$ cat src/rtl/valid_ready_packet_reverser_pkg.sv
// Shared types for the packet reverser: FSM state encoding and count-width helper.
package valid_ready_packet_reverser_pkg;

    typedef enum logic {
        FILL  = 1'b0,
        DRAIN = 1'b1
    } state_e;

    // Count must represent 0..depth inclusive, so one value more than the address range.
    function automatic int count_width(input int depth);
        return $clog2(depth + 1);
    endfunction

endpackage

$ cat src/rtl/valid_ready_packet_reverser_if.sv
// Write and read valid-ready streams of the packet reverser bundled into one interface.
interface valid_ready_packet_reverser_if #(
    parameter int WIDTH = 8
);
    logic [WIDTH-1:0] write_data;
    logic             write_last;
    logic             write_valid;
    logic             write_ready;
    logic [WIDTH-1:0] read_data;
    logic             read_last;
    logic             read_valid;
    logic             read_ready;

    modport master (
        output write_data, write_last, write_valid, read_ready,
        input  write_ready, read_data, read_last, read_valid
    );

    modport slave (
        input  write_data, write_last, write_valid, read_ready,
        output write_ready, read_data, read_last, read_valid
    );
endinterface

$ cat src/rtl/single_port_ram.sv
// Single-port word RAM, one shared address for read and write.
// Latency: read is combinational or one cycle depending on REGISTERED_READ; no backpressure.
module single_port_ram #(
    parameter int WIDTH           = 8,
    parameter int DEPTH           = 4,
    parameter int ADDR_W          = 2,
    parameter bit REGISTERED_READ = 1'b0
) (
    input  logic              clk,
    input  logic              we,
    input  logic [ADDR_W-1:0] addr,
    input  logic [WIDTH-1:0]  wdata,
    output logic [WIDTH-1:0]  rdata
);
    logic [WIDTH-1:0] mem [DEPTH];

    always_ff @(posedge clk) begin
        if (we) begin
            mem[addr] <= wdata;
        end
    end

    generate
        if (REGISTERED_READ) begin : g_reg_read
            logic [WIDTH-1:0] rdata_q;
            always_ff @(posedge clk) begin
                rdata_q <= mem[addr];
            end
            assign rdata = rdata_q;
        end else begin : g_comb_read
            assign rdata = mem[addr];
        end
    endgenerate
endmodule

$ cat src/rtl/valid_ready_packet_reverser.sv
// Buffers one last-delimited packet (up to DEPTH words) and replays it LIFO; half-duplex FILL/DRAIN.
// Latency: first reversed word the cycle after the last write; N-word packet takes 2N cycles.
// Backpressure: write_ready low while draining; output holds while read_ready low. Option: VALID_READY_PACKET_REVERSER_LENGTH_EN.
module valid_ready_packet_reverser
    import valid_ready_packet_reverser_pkg::*;
#(
    parameter  int WIDTH = 8,
    parameter  int DEPTH = 4,
    localparam int CNT_W = count_width(DEPTH)
) (
    input  logic                          clock,
    input  logic                          reset,
    valid_ready_packet_reverser_if.slave  bus,
    output logic                          overflow,
    output logic                          busy
`ifdef VALID_READY_PACKET_REVERSER_LENGTH_EN
    ,
    output logic [CNT_W-1:0]              read_length
`endif
);
    localparam int ADDR_W = $clog2(DEPTH);
    localparam logic [CNT_W-1:0] CNT_FULL_M1 = CNT_W'(DEPTH - 1);
    localparam logic [CNT_W-1:0] CNT_ONE     = CNT_W'(1);

    state_e            state_q, state_d;
    logic [CNT_W-1:0]  count_q, count_d;
    logic              overflow_q, overflow_d;
    logic              wr_fire;
    logic              rd_fire;
    logic              ram_we;
    logic [ADDR_W-1:0] ram_addr;
    logic [WIDTH-1:0]  ram_rdata;
`ifdef VALID_READY_PACKET_REVERSER_LENGTH_EN
    logic [CNT_W-1:0]  length_q, length_d;
`endif

    assign wr_fire = (state_q == FILL)  && bus.write_valid;
    assign rd_fire = (state_q == DRAIN) && bus.read_ready;
    assign ram_we  = wr_fire;
    // One shared port: FILL writes at the top of stack, DRAIN reads the word just below it.
    assign ram_addr = (state_q == DRAIN) ? ADDR_W'(count_q - CNT_ONE) : ADDR_W'(count_q);

    single_port_ram #(
        .WIDTH           (WIDTH),
        .DEPTH           (DEPTH),
        .ADDR_W          (ADDR_W),
        .REGISTERED_READ (1'b0)
    ) u_ram (
        .clk   (clock),
        .we    (ram_we),
        .addr  (ram_addr),
        .wdata (bus.write_data),
        .rdata (ram_rdata)
    );

    always_ff @(posedge clock) begin
        if (reset) begin
            state_q    <= FILL;
            count_q    <= '0;
            overflow_q <= 1'b0;
`ifdef VALID_READY_PACKET_REVERSER_LENGTH_EN
            length_q   <= '0;
`endif
        end else begin
            state_q    <= state_d;
            count_q    <= count_d;
            overflow_q <= overflow_d;
`ifdef VALID_READY_PACKET_REVERSER_LENGTH_EN
            length_q   <= length_d;
`endif
        end
    end

    always_comb begin
        state_d    = state_q;
        count_d    = count_q;
        overflow_d = 1'b0;
`ifdef VALID_READY_PACKET_REVERSER_LENGTH_EN
        length_d   = length_q;
`endif
        case (state_q)
            FILL: begin
                if (wr_fire) begin
                    count_d = count_q + CNT_ONE;
                    if (bus.write_last || (count_q == CNT_FULL_M1)) begin
                        state_d = DRAIN;
`ifdef VALID_READY_PACKET_REVERSER_LENGTH_EN
                        length_d = count_q + CNT_ONE;
`endif
                    end
                    // Truncation: the rest of upstream's packet becomes the next packet.
                    if (!bus.write_last && (count_q == CNT_FULL_M1)) begin
                        overflow_d = 1'b1;
                    end
                end
            end
            DRAIN: begin
                if (rd_fire) begin
                    if (count_q == CNT_ONE) begin
                        state_d = FILL;
                        count_d = '0;
                    end else begin
                        count_d = count_q - CNT_ONE;
                    end
                end
            end
            default: begin
                state_d = FILL;
                count_d = '0;
            end
        endcase
    end

    always_comb begin
        bus.write_ready = (state_q == FILL);
        bus.read_valid  = (state_q == DRAIN);
        bus.read_data   = (state_q == DRAIN) ? ram_rdata : '0;
        bus.read_last   = (state_q == DRAIN) && (count_q == CNT_ONE);
        busy            = (state_q == DRAIN);
        overflow        = overflow_q;
`ifdef VALID_READY_PACKET_REVERSER_LENGTH_EN
        read_length     = length_q;
`endif
    end
endmodule

$ cat src/flat_wrapper.sv
// flat-port wrapper written by rule: the top's interface ports become plain ports
module valid_ready_packet_reverser_flat import valid_ready_packet_reverser_pkg::*;
#(
    parameter  int WIDTH = 8,
    parameter  int DEPTH = 4,
    localparam int CNT_W = count_width(DEPTH)
)
  (clock, reset, overflow, busy, bus_write_data, bus_write_last, bus_write_valid, bus_read_ready, bus_write_ready, bus_read_data, bus_read_last, bus_read_valid);
  valid_ready_packet_reverser_if #(.WIDTH(WIDTH)) bus_i ();
  input  logic clock;
  input  logic reset;
  output logic overflow;
  output logic busy;
  input wire logic [$bits(bus_i.write_data)-1:0] bus_write_data;
  input wire logic [$bits(bus_i.write_last)-1:0] bus_write_last;
  input wire logic [$bits(bus_i.write_valid)-1:0] bus_write_valid;
  input wire logic [$bits(bus_i.read_ready)-1:0] bus_read_ready;
  output wire logic [$bits(bus_i.write_ready)-1:0] bus_write_ready;
  output wire logic [$bits(bus_i.read_data)-1:0] bus_read_data;
  output wire logic [$bits(bus_i.read_last)-1:0] bus_read_last;
  output wire logic [$bits(bus_i.read_valid)-1:0] bus_read_valid;
  assign bus_i.write_data = bus_write_data;
  assign bus_i.write_last = bus_write_last;
  assign bus_i.write_valid = bus_write_valid;
  assign bus_i.read_ready = bus_read_ready;
  assign bus_write_ready = bus_i.write_ready;
  assign bus_read_data = bus_i.read_data;
  assign bus_read_last = bus_i.read_last;
  assign bus_read_valid = bus_i.read_valid;
  valid_ready_packet_reverser #(.WIDTH(WIDTH), .DEPTH(DEPTH)) u_core (.clock(clock), .reset(reset), .bus(bus_i), .overflow(overflow), .busy(busy));
endmodule
$ cat config.mk
export PLATFORM = sky130hd
export DESIGN_NAME = valid_ready_packet_reverser_flat
export DESIGN_NICKNAME = d
export VERILOG_FILES = /design/src/rtl/valid_ready_packet_reverser_pkg.sv /design/src/rtl/valid_ready_packet_reverser_if.sv /design/src/rtl/single_port_ram.sv /design/src/rtl/valid_ready_packet_reverser.sv /design/src/flat_wrapper.sv
export SDC_FILE = /design/constraint.sdc
export NUM_CORES = 1
export LEC_CHECK = 0
export CAP_MARGIN = 20
export CELL_PAD_IN_SITES_DETAIL_PLACEMENT = 1
export CELL_PAD_IN_SITES_GLOBAL_PLACEMENT = 2
export CORE_MARGIN = 3
export CORE_UTILIZATION = 39
export CTS_BUF_LIST = sky130_fd_sc_hd__clkbuf_4
export DETAILED_ROUTE_END_ITERATION = 10
export PLACE_DENSITY_LB_ADDON = 0.1
export RECOVER_POWER = 50
export SYNTH_ARGS = -nofsm -noshare
export SYNTH_HDL_FRONTEND = slang
export SYNTH_SLANG_ARGS = --single-unit
$ cat constraint.sdc
create_clock -name clock -period 2.7 [get_ports clock]
set_input_delay 0.54 -clock clock [delete_from_list [all_inputs] [get_ports clock]]
set_output_delay 0.54 -clock clock [all_outputs]
set_load 0.05 [all_outputs]
======== Word level (Yosys, flattened, before mapping) ========
Memory sizes are Yosys's and may differ from the RTL's.
Cells that the tools add are included.
storage, ports and cells
  logic and storage cells ................. 34
  memories ................................ 1
  input bits .............................. 13
  register bits after elaboration ......... 5
  RAM bits ................................ 32
  output and inout port bits .............. 13
operators by class
  reductions and logical operators ........ 8
  equality and inequality tests ........... 4
  mux-type cells .......................... 14
  bitwise operators ....................... 2
  $add $sub $neg .......................... 2
memory list
  name              words  width  read ports  clocked after memory_dff  write ports  line                   source
  u_core.u_ram.mem  4      8      1           0                         1            single_port_ram.sv:15  logic [WIDTH-1:0] mem [DEPTH];
operators by type and width
  kind                 number
  $mux 3               3
  $mux 8               1
  $mux 1               7
  $pmux 3 s2           1
  $logic_and 1x1->1    4
  $add 3x1->3 const B  1
  $eq 3x1->1 const B   1
  $eq 3x2->1 const B   1
  $reduce_or 3->1      1
  $sub 3x1->3 const B  1
  $mux 2               1
  $ne 2x1->1 const B   1
  $ne 2x2->1 const B   1
  $not 1->1            2
  $pmux 1 s2           1
  $reduce_and 2->1     1
  $logic_not 1->1      1
  $logic_or 1x1->1     1

======== Longest topological paths before layout ========
Gate-level depths: netlist of run 1.
  depth after elaboration ................. 5
  mapped depth ............................ 6
  gate-level depth less buffers ........... 5

======== Cells and area by module ========
Synthesis of run 1 repeated with hierarchy kept, for this count alone.
second synthesis, totals
  cell total of the unflattened synthesis .. 94
  area, all modules ....................... 1596.5 um2
modules (own cells, without submodules)
  module                       cells each  sequential area each (um2)  times used  area each (um2)
  single_port_ram              46          960.9                       1           1199.9
  valid_ready_packet_reverser  48          100.1                       1           396.6

======== Worst setup path after synthesis of run 1 ========
No wires, ideal clock.
  kind .................................... register -> output
  from .................................... reg u_core.state_q, in the netlist u_core.bus.read_valid
  to ...................................... out bus_read_last
  data required time ...................... 2.160 ns
  buffers on the path ..................... 0
  arrival ................................. 1.922 ns
  stages on the path, launching flop included .. 3
  setup slack ............................. 0.238 ns
  path through ............................ dfxtp_1 inv_1 nor2_1
between the ends
  word-level cells in the longest chain between the ends .. 1
RTL lines
  what                    line                                source
  start, declared         valid_ready_packet_reverser.sv:25   state_e state_q, state_d;
  start signal, assigned  valid_ready_packet_reverser.sv:65   state_q <= state_d;
  $logic_and 1x1->1       valid_ready_packet_reverser.sv:118  bus.read_last = (state_q == DRAIN) && (count_q == CNT_ONE);
  end, declared           flat_wrapper.sv:20                  output wire logic [$bits(bus_i.read_last)-1:0] bus_read_last;
Every way passes these cells.

======== Worst setup path in the final report of run 1 ========
  from .................................... reg u_core.count_q[1]
  to ...................................... out bus_read_data[5]
between the ends
  word-level cells in the longest chain between the ends .. 4
RTL lines
  what                    line                                source
  start, declared         valid_ready_packet_reverser.sv:26   logic [CNT_W-1:0] count_q, count_d;
  start signal, assigned  valid_ready_packet_reverser.sv:66   count_q <= count_d;
  $sub 3x1->3             valid_ready_packet_reverser.sv:41   assign ram_addr = (state_q == DRAIN) ? ADDR_W'(count_q - CNT_ONE) : ADDR_W'(count_q);
  $mux 2 *                valid_ready_packet_reverser.sv:41
  $mem_v2 4x8 *           -
  $mux 8 *                valid_ready_packet_reverser.sv:117  bus.read_data = (state_q == DRAIN) ? ram_rdata : '0;
  end, declared           flat_wrapper.sv:19                  output wire logic [$bits(bus_i.read_data)-1:0] bus_read_data;
Every way passes the cells marked *; elsewhere a longest branch is shown, timed or not.

==> impl_metrics.ini, run 1 <==
[detailed_routing]
vias = 908
drtPass1Iterations = 4
drt_iter0_drc = 70
vias_per_cell = 5.13
routedWlPerCell_um = 17.7
route.detailed.drc = 0
drtAntennaViolNets = 0
routed_wl_um = 3130

[setup_path]
crit_path_start_kind = register
worstSetupPathType = register to output port
worstRegToRegCells = 4
cp_max_fo = 10
endpoint = bus_read_data[5]
r2r_slack_ns = 0.67
reg2reg_from = u_core.bus.read_valid
required_ns = 2.16
cp_cell_sequence = inv_1, ha_4, mux4_2, and2_1, buf_4
arrival_ns = 1.95
reg2reg_to = u_core.u_ram.mem[0][4]
max_stage_delay_ns = 0.42
startpoint = u_core.count_q[1]
end_kind = output port
crit_slowest_cell = dfxtp_1

[timing]
maxSlewViolCount = 0
fin_ws_ns = 0.213
rsz0062_at_grt = no
setup_tns_ns = 0
maxSlewHeadroom_pct = 63.8
finalSetupViolations = 0
worstMarginPinSlew_ns = 0.539
min_period_ns = 2.49
post-route-period-util_pct = 92.1
hold_viol_final = 0
skew_ns = 0.00740
fmax_ghz = 0.402

[outcome]
status = finished, final reports clean

[final_layout]
fin_nets = 145
antenna_cells = 0
filler_cell_count = 378
drive_above_1_share_pct = 20.9
syn2layout_area_growth_pct = 25.8

[clock_tree]
cts_buffer_depth = 2
postCtsHoldBufs = 0
cts-root-buf = clkbuf_4
cts_tree = done
post-cts-setup-buffer-count = 0
clkTransAtPathRegs_ns = 0.11
clk_latency_ns = 0.34
cts_made_buffers = 5
cts.sinks = 37
cts_resized = 1
htreeDepth = 2

[pwr]
ir_drop_mv = 0.345
leakagePower_nw = 0.678
p_per_area_nw_per_um2 = 655
power_mw = 1.28

[logic_synthesis]
synth_common_cells = edfxtp_1 (32), and2_1 (8), dfxtp_1 (5), mux4_2 (5), nor2_1 (5)
yosysMostFrequentCell = edfxtp_1
synth_edf_count = 32
ys_seq_area_share_pct = 68.1
netlist_area_um2 = 1560
avgSynthCellArea_um2 = 16.9
async_flop_share_pct = 0
yosysTopAreaCellShare_pct = 61.6
yosysWarnings = 0
syn_inst = 92
ys_top_cells_by_area = edfxtp_1 (62%), mux4_2 (7.2%), dfxtp_1 (6.4%)
yosysTopAreaCell = edfxtp_1
ys_types = 24
synth_nets = 109
synth_flop_cell = edfxtp_1
ys_ff_latch = 37

[die]
core_area_um2 = 3740
fp.dieH_um = 69.2
rows = 22
io_pins = 26
die_x_um = 69.2
start_util_pct = 41.6
dieArea_um2 = 4790

[global_routing]
grt.total_usage_pct = 14.5
antenna_found_initial = 0
grt_first_pass_wirelength_um = 5150
grt_pass1_vias = 961
overflow = 0
grt_max_degree = 15

[min_path]
hold_class = register to register

[placement]
portBuffers = 25
dp_hpwl_um = 2280
gp_congestion = 0.782
pre_cts_slack_ns = 0.346

[job]
drv_cap = 0
-- worst max-delay path: cells and delay by family (launching register included) --
kind          cells  cell delay, ns
flops             1            0.42
fa+ha+maj         1            0.37
buf+inv           2            0.32
mux               1            0.32
simple gates      1            0.18
-- layout by cell type (no fill, tap or decap), types with 2 or more instances in the layout --
cell type | Yosys | layout
ha_1 | 4 | 3
inv_1 | 4 | 4
a211oi_1 | 3 | 3
and2_1 | 8 | 8
mux4_1 | 3 | 3
nand2b_1 | 2 | 2
nor3_1 | 4 | 4
nor2_1 | 5 | 5
dlygate4sd3_1 | 0 | 8
a311oi_1 | 2 | 2
clkbuf_4 | 0 | 5
edfxtp_1 | 32 | 32
clkdlybuf4s50_1 | 0 | 8
mux4_2 | 5 | 5
buf_4 | 1 | 14
dfxtp_1 | 5 | 5
nand2_1 | 2 | 2
nor2b_1 | 2 | 2
clkbuf_1 | 2 | 3
-- per-layer routing --
layer	global-route usage, %	vias up	share of wire (%)
li1	-	433	-
met1	19.3	452	46
met2	22.1	18	48
met3	4.20	5	3.9
met4	6.51	0	1.6
met5	0	-	0
-- through the flow --
| stage | area [um^2] | cells | utilization, % | hold WS (ns) |
|---|---|---|---|---|
| floorplan | 1560 | 92 | - | 0.501 |
| global placement | 1880 | 169 | 50.2 | 0.532 |
| detailed placement | 1880 | 169 | 50.2 | 0.562 |
| CTS | 1960 | 177 | 52.4 | 0.578 |
| global route | 1960 | 177 | 52.4 | 0.613 |
| finish | 1960 | 177 | 52.4 | 0.578 |
-- sequential cells by signal (all words and copies together), names as in the netlist --
name and flops:
u_core.bus.read_valid 1, u_core.count_q 3, u_core.overflow 1, u_core.u_ram.mem 32
-- report_power, final --
group	leakage (nW)	internal, mW	switching, mW
logic	0.305	0.105	0.141
clock network	0.0389	0.192	0.181
registers	0.334	0.652	0.0137
-- layout make-up --
type	count	area [um^2]	area share (%)
Inverter	4	15.0	0.766
Clock inverter	3	41.3	2.11
Sequential cell	37	1060	54.1
Clock buffer	5	37.5	1.91
Tap cell	48	60.1	3.06
Timing Repair Buffer	33	277	14.1
Multi-Input combinational cell	47	469	23.9
-- worst min path at each step --
stage | cells past startpoint | to | startpoint
2_1_floorplan | 2 | u_core.count_q[2] | u_core.count_q[2]
3_3_place_gp | 2 | u_core.count_q[2] | u_core.count_q[2]
3_5_place_dp | 2 | u_core.count_q[1] | u_core.count_q[1]
4_1_cts | 2 | u_core.count_q[1] | u_core.count_q[1]
5_1_grt | 2 | u_core.count_q[1] | u_core.count_q[1]
6_report | 2 | u_core.count_q[1] | u_core.count_q[1]
-- logic make-up after synthesis --
logic type / count (synthesis) / synth area share [%]
AOI/OAI and AO/OA: 9 / 4.25
adders and majority gates: 4 / 3.21
buffers and inverters: 8 / 2.65
DFF: 37 / 68.1
muxes: 9 / 13.0
and+or+nand+nor: 25 / 8.83
Note: power is estimated with default switching activity, not from simulation.
==> run 2, diff against run 1 <==
SKIP_LAST_GASP = 1   (was not set)
==> results of run 2 <==
Same layout as run 1: the final DEF is identical, and so are final timing and power.
==> run 3, diff against run 2 <==
--- a/config.mk
+++ b/config.mk
@@ -6,5 +6,4 @@
 export NUM_CORES = 1
 export LEC_CHECK = 0
-export CAP_MARGIN = 20
 export CELL_PAD_IN_SITES_DETAIL_PLACEMENT = 1
 export CELL_PAD_IN_SITES_GLOBAL_PLACEMENT = 2
==> constraint.sdc (replaced) <==
create_clock -name clock -period 2.7 [get_ports clock]
set_input_delay 0.54 -clock clock [delete_from_list [all_inputs] [get_ports clock]]
set_output_delay 0.54 -clock clock [all_outputs]
set_load 0.005 [all_outputs]
==> run 3 against run 2 <==
Effect of this change: power decreased by 6.5%; routed wire length rose by 8.9%; core utilization up 2.2 points; die area did not move; first-iteration DRC count shrank 40%; clock power down 23%; sequential share of layout area fell by 2.1 points; via count grew 5.2%; largest cell class unchanged.
==> impl_metrics.ini, run 3 (synthesis gave the netlist of run 1 again) <==
[die]
io_pins = 26
core_area_um2 = 3740
fp.dieH_um = 69.2
dieArea_um2 = 4790
die_x_um = 69.2
start_util_pct = 41.6
rows = 22

[clock_tree]
cts_buffer_depth = 2
clk_latency_ns = 0.34
htreeDepth = 2
cts_made_buffers = 5
cts-root-buf = clkbuf_4
postCtsHoldBufs = 0
cts_tree = done
cts.sinks = 37
clkTransAtPathRegs_ns = 0.12

[pwr]
swShare_pct = 25.9
leakagePower_nw = 0.737
p_switching_uw = 311
ir_drop_mv = 0.355
internal-power_uw = 890
pwr-share-seq_pct = 55.7
power_mw = 1.20
clkPwrFrac_pct = 24.0
p_per_area_nw_per_um2 = 588
power_frac_comb_pct = 20.2

[setup_path]
crit_path_start_kind = register
cp_cell_sequence = inv_2, ha_4, buf_12, mux4_2, and2_1, clkdlybuf4s50_1
cp_max_fo = 4
reg2reg_to = u_core.u_ram.mem[0][2]
required_ns = 2.16
arrival_ns = 2.09
r2r_slack_ns = 0.96
crit_buf_inv = 3
crit_slowest_cell = clkdlybuf4s50_1
worstRegToRegCells = 3
startpoint = u_core.count_q[1]
critPathTopFamily = buffers and inverters
reg2reg_from = u_core.bus.read_valid
max_stage_delay_ns = 0.44
end_kind = output port
worstSetupPathType = register to output port

[placement]
gp_congestion = 0.765
placed_cell_area_um2 = 1910
pre_cts_slack_ns = 0.0989
dp.cells = 170
dp_hpwl_um = 2300
portBuffers = 25

[min_path]
hold_class = register to register
hold_path_depth = 2
hold_end = u_core.count_q[2]
hp-start = u_core.count_q[2]

[job]
drv_cap = 0

[final_layout]
fin_util_pct = 54.6
top_register = u_core.u_ram.mem
finalNonFillerCells = 183
fin_nets = 151
largest_reg_flops = 32
filler_cell_count = 373
final_cell_mix = edfxtp_1 (32), clkdlybuf4s50_1 (15), buf_4 (11)
finalInstanceArea_um2 = 2040
top_regs = u_core.u_ram.mem: 32 flops, u_core.count_q: 3 flops
drive_above_1_share_pct = 23.7
syn2layout_area_growth_pct = 31.1
antenna_cells = 0
final_common_cell = edfxtp_1

[detailed_routing]
drtAntennaViolNets = 0
routed_wl_um = 3410
drt_iter0_drc = 42
vias = 955
drtPass1Iterations = 4
routedWlPerCell_um = 18.6
vias_per_cell = 5.22
route.detailed.drc = 0

[global_routing]
grt_first_pass_wirelength_um = 5500
overflow = 0
grt.total_usage_pct = 15.5
grt_max_degree = 19
antenna_found_initial = 0
grt_pass1_vias = 1055

[timing]
post-route-period-util_pct = 97.6
rsz0062_at_grt = yes
fmax_ghz = 0.380
maxSlewViolCount = 0
timing.hold.ws_ns = 0.570
finalSetupViolations = 0
worstMarginPinSlew_ns = 0.644
min_period_ns = 2.63
maxSlewHeadroom_pct = 57.0
setup_tns_ns = 0
fin_ws_ns = 0.0652
skew_ns = 0.0117
hold_viol_final = 0

[outcome]
status = finished, final reports clean
## run 3: changes by cell type in the layout (fill, tap and decap cells not counted), moves of 2 or more
| cell | delta |
|---|---|
| clkdlybuf4s50_1 | +7 |
| buf_4 | -3 |
| clkbuf_1 | -3 |
| buf_6 | +2 |
| dfxtp_1 | -2 |
| dfxtp_2 | +2 |
| dlymetal6s2s_1 | +2 |
| inv_1 | -2 |
| inv_2 | +2 |
## run 3: routing by layer
metal  up-vias  track usage, %  part of all wire [%]
met4         0            7.81                   2.1
li1        442               -                     -
met5         -               0                     0
met1       484            19.1                    42
met3         6            5.22                   4.2
met2        23            24.3                    52
## run 3: worst max-delay path by stage
stage | end | cells after the start | slack [ns]
2_1_floorplan | bus_read_data[2] | 6 | 0.43
3_3_place_gp | bus_read_data[4] | 5 | 0.16
3_5_place_dp | bus_read_data[5] | 5 | 0.1
4_1_cts | bus_read_data[1] | 4 | -0.0008
5_1_grt | bus_read_data[1] | 4 | -0.009
6_report | bus_read_data[4] | 6 | 0.07
## run 3: cell type report
type / count / area (um^2) / share of cell area [%]
clock buffer: 5 / 37.5 / 1.84
clock inverter: 3 / 17.5 / 0.857
inverter: 4 / 15.0 / 0.735
multi-input combinational: 47 / 469 / 23.0
sequential: 37 / 1060 / 52.1
tap: 48 / 60.1 / 2.94
timing repair buffer: 39 / 380 / 18.6
## run 3: power groups by stage
stage / Combinational (mW) / Clock (mW) / Sequential [mW]
global placement: 0.194 / 0 / 0.679
detailed placement: 0.199 / 0 / 0.682
CTS: 0.238 / 0.296 / 0.668
finish: 0.243 / 0.288 / 0.669
floorplan: 0.110 / 0 / 0.677
global route: 0.263 / 0.326 / 0.673
## run 3: what timing repair did
item                       in CTS  in global routing
setup endpoints to repair       8                  8
gates resized for setup         4                  7
setup buffers                   4                  1
hold endpoints to repair        0                  0
pin swaps                       1                  0
## run 3: worst reg2reg max path, delay by kind of cell (launching register included)
| kind | cells | cell delay [ns] |
|---|---|---|
| and+or+nand+nor | 2 | 0.70 |
| buffers and inverters | 1 | 0.22 |
| DFF | 1 | 0.54 |
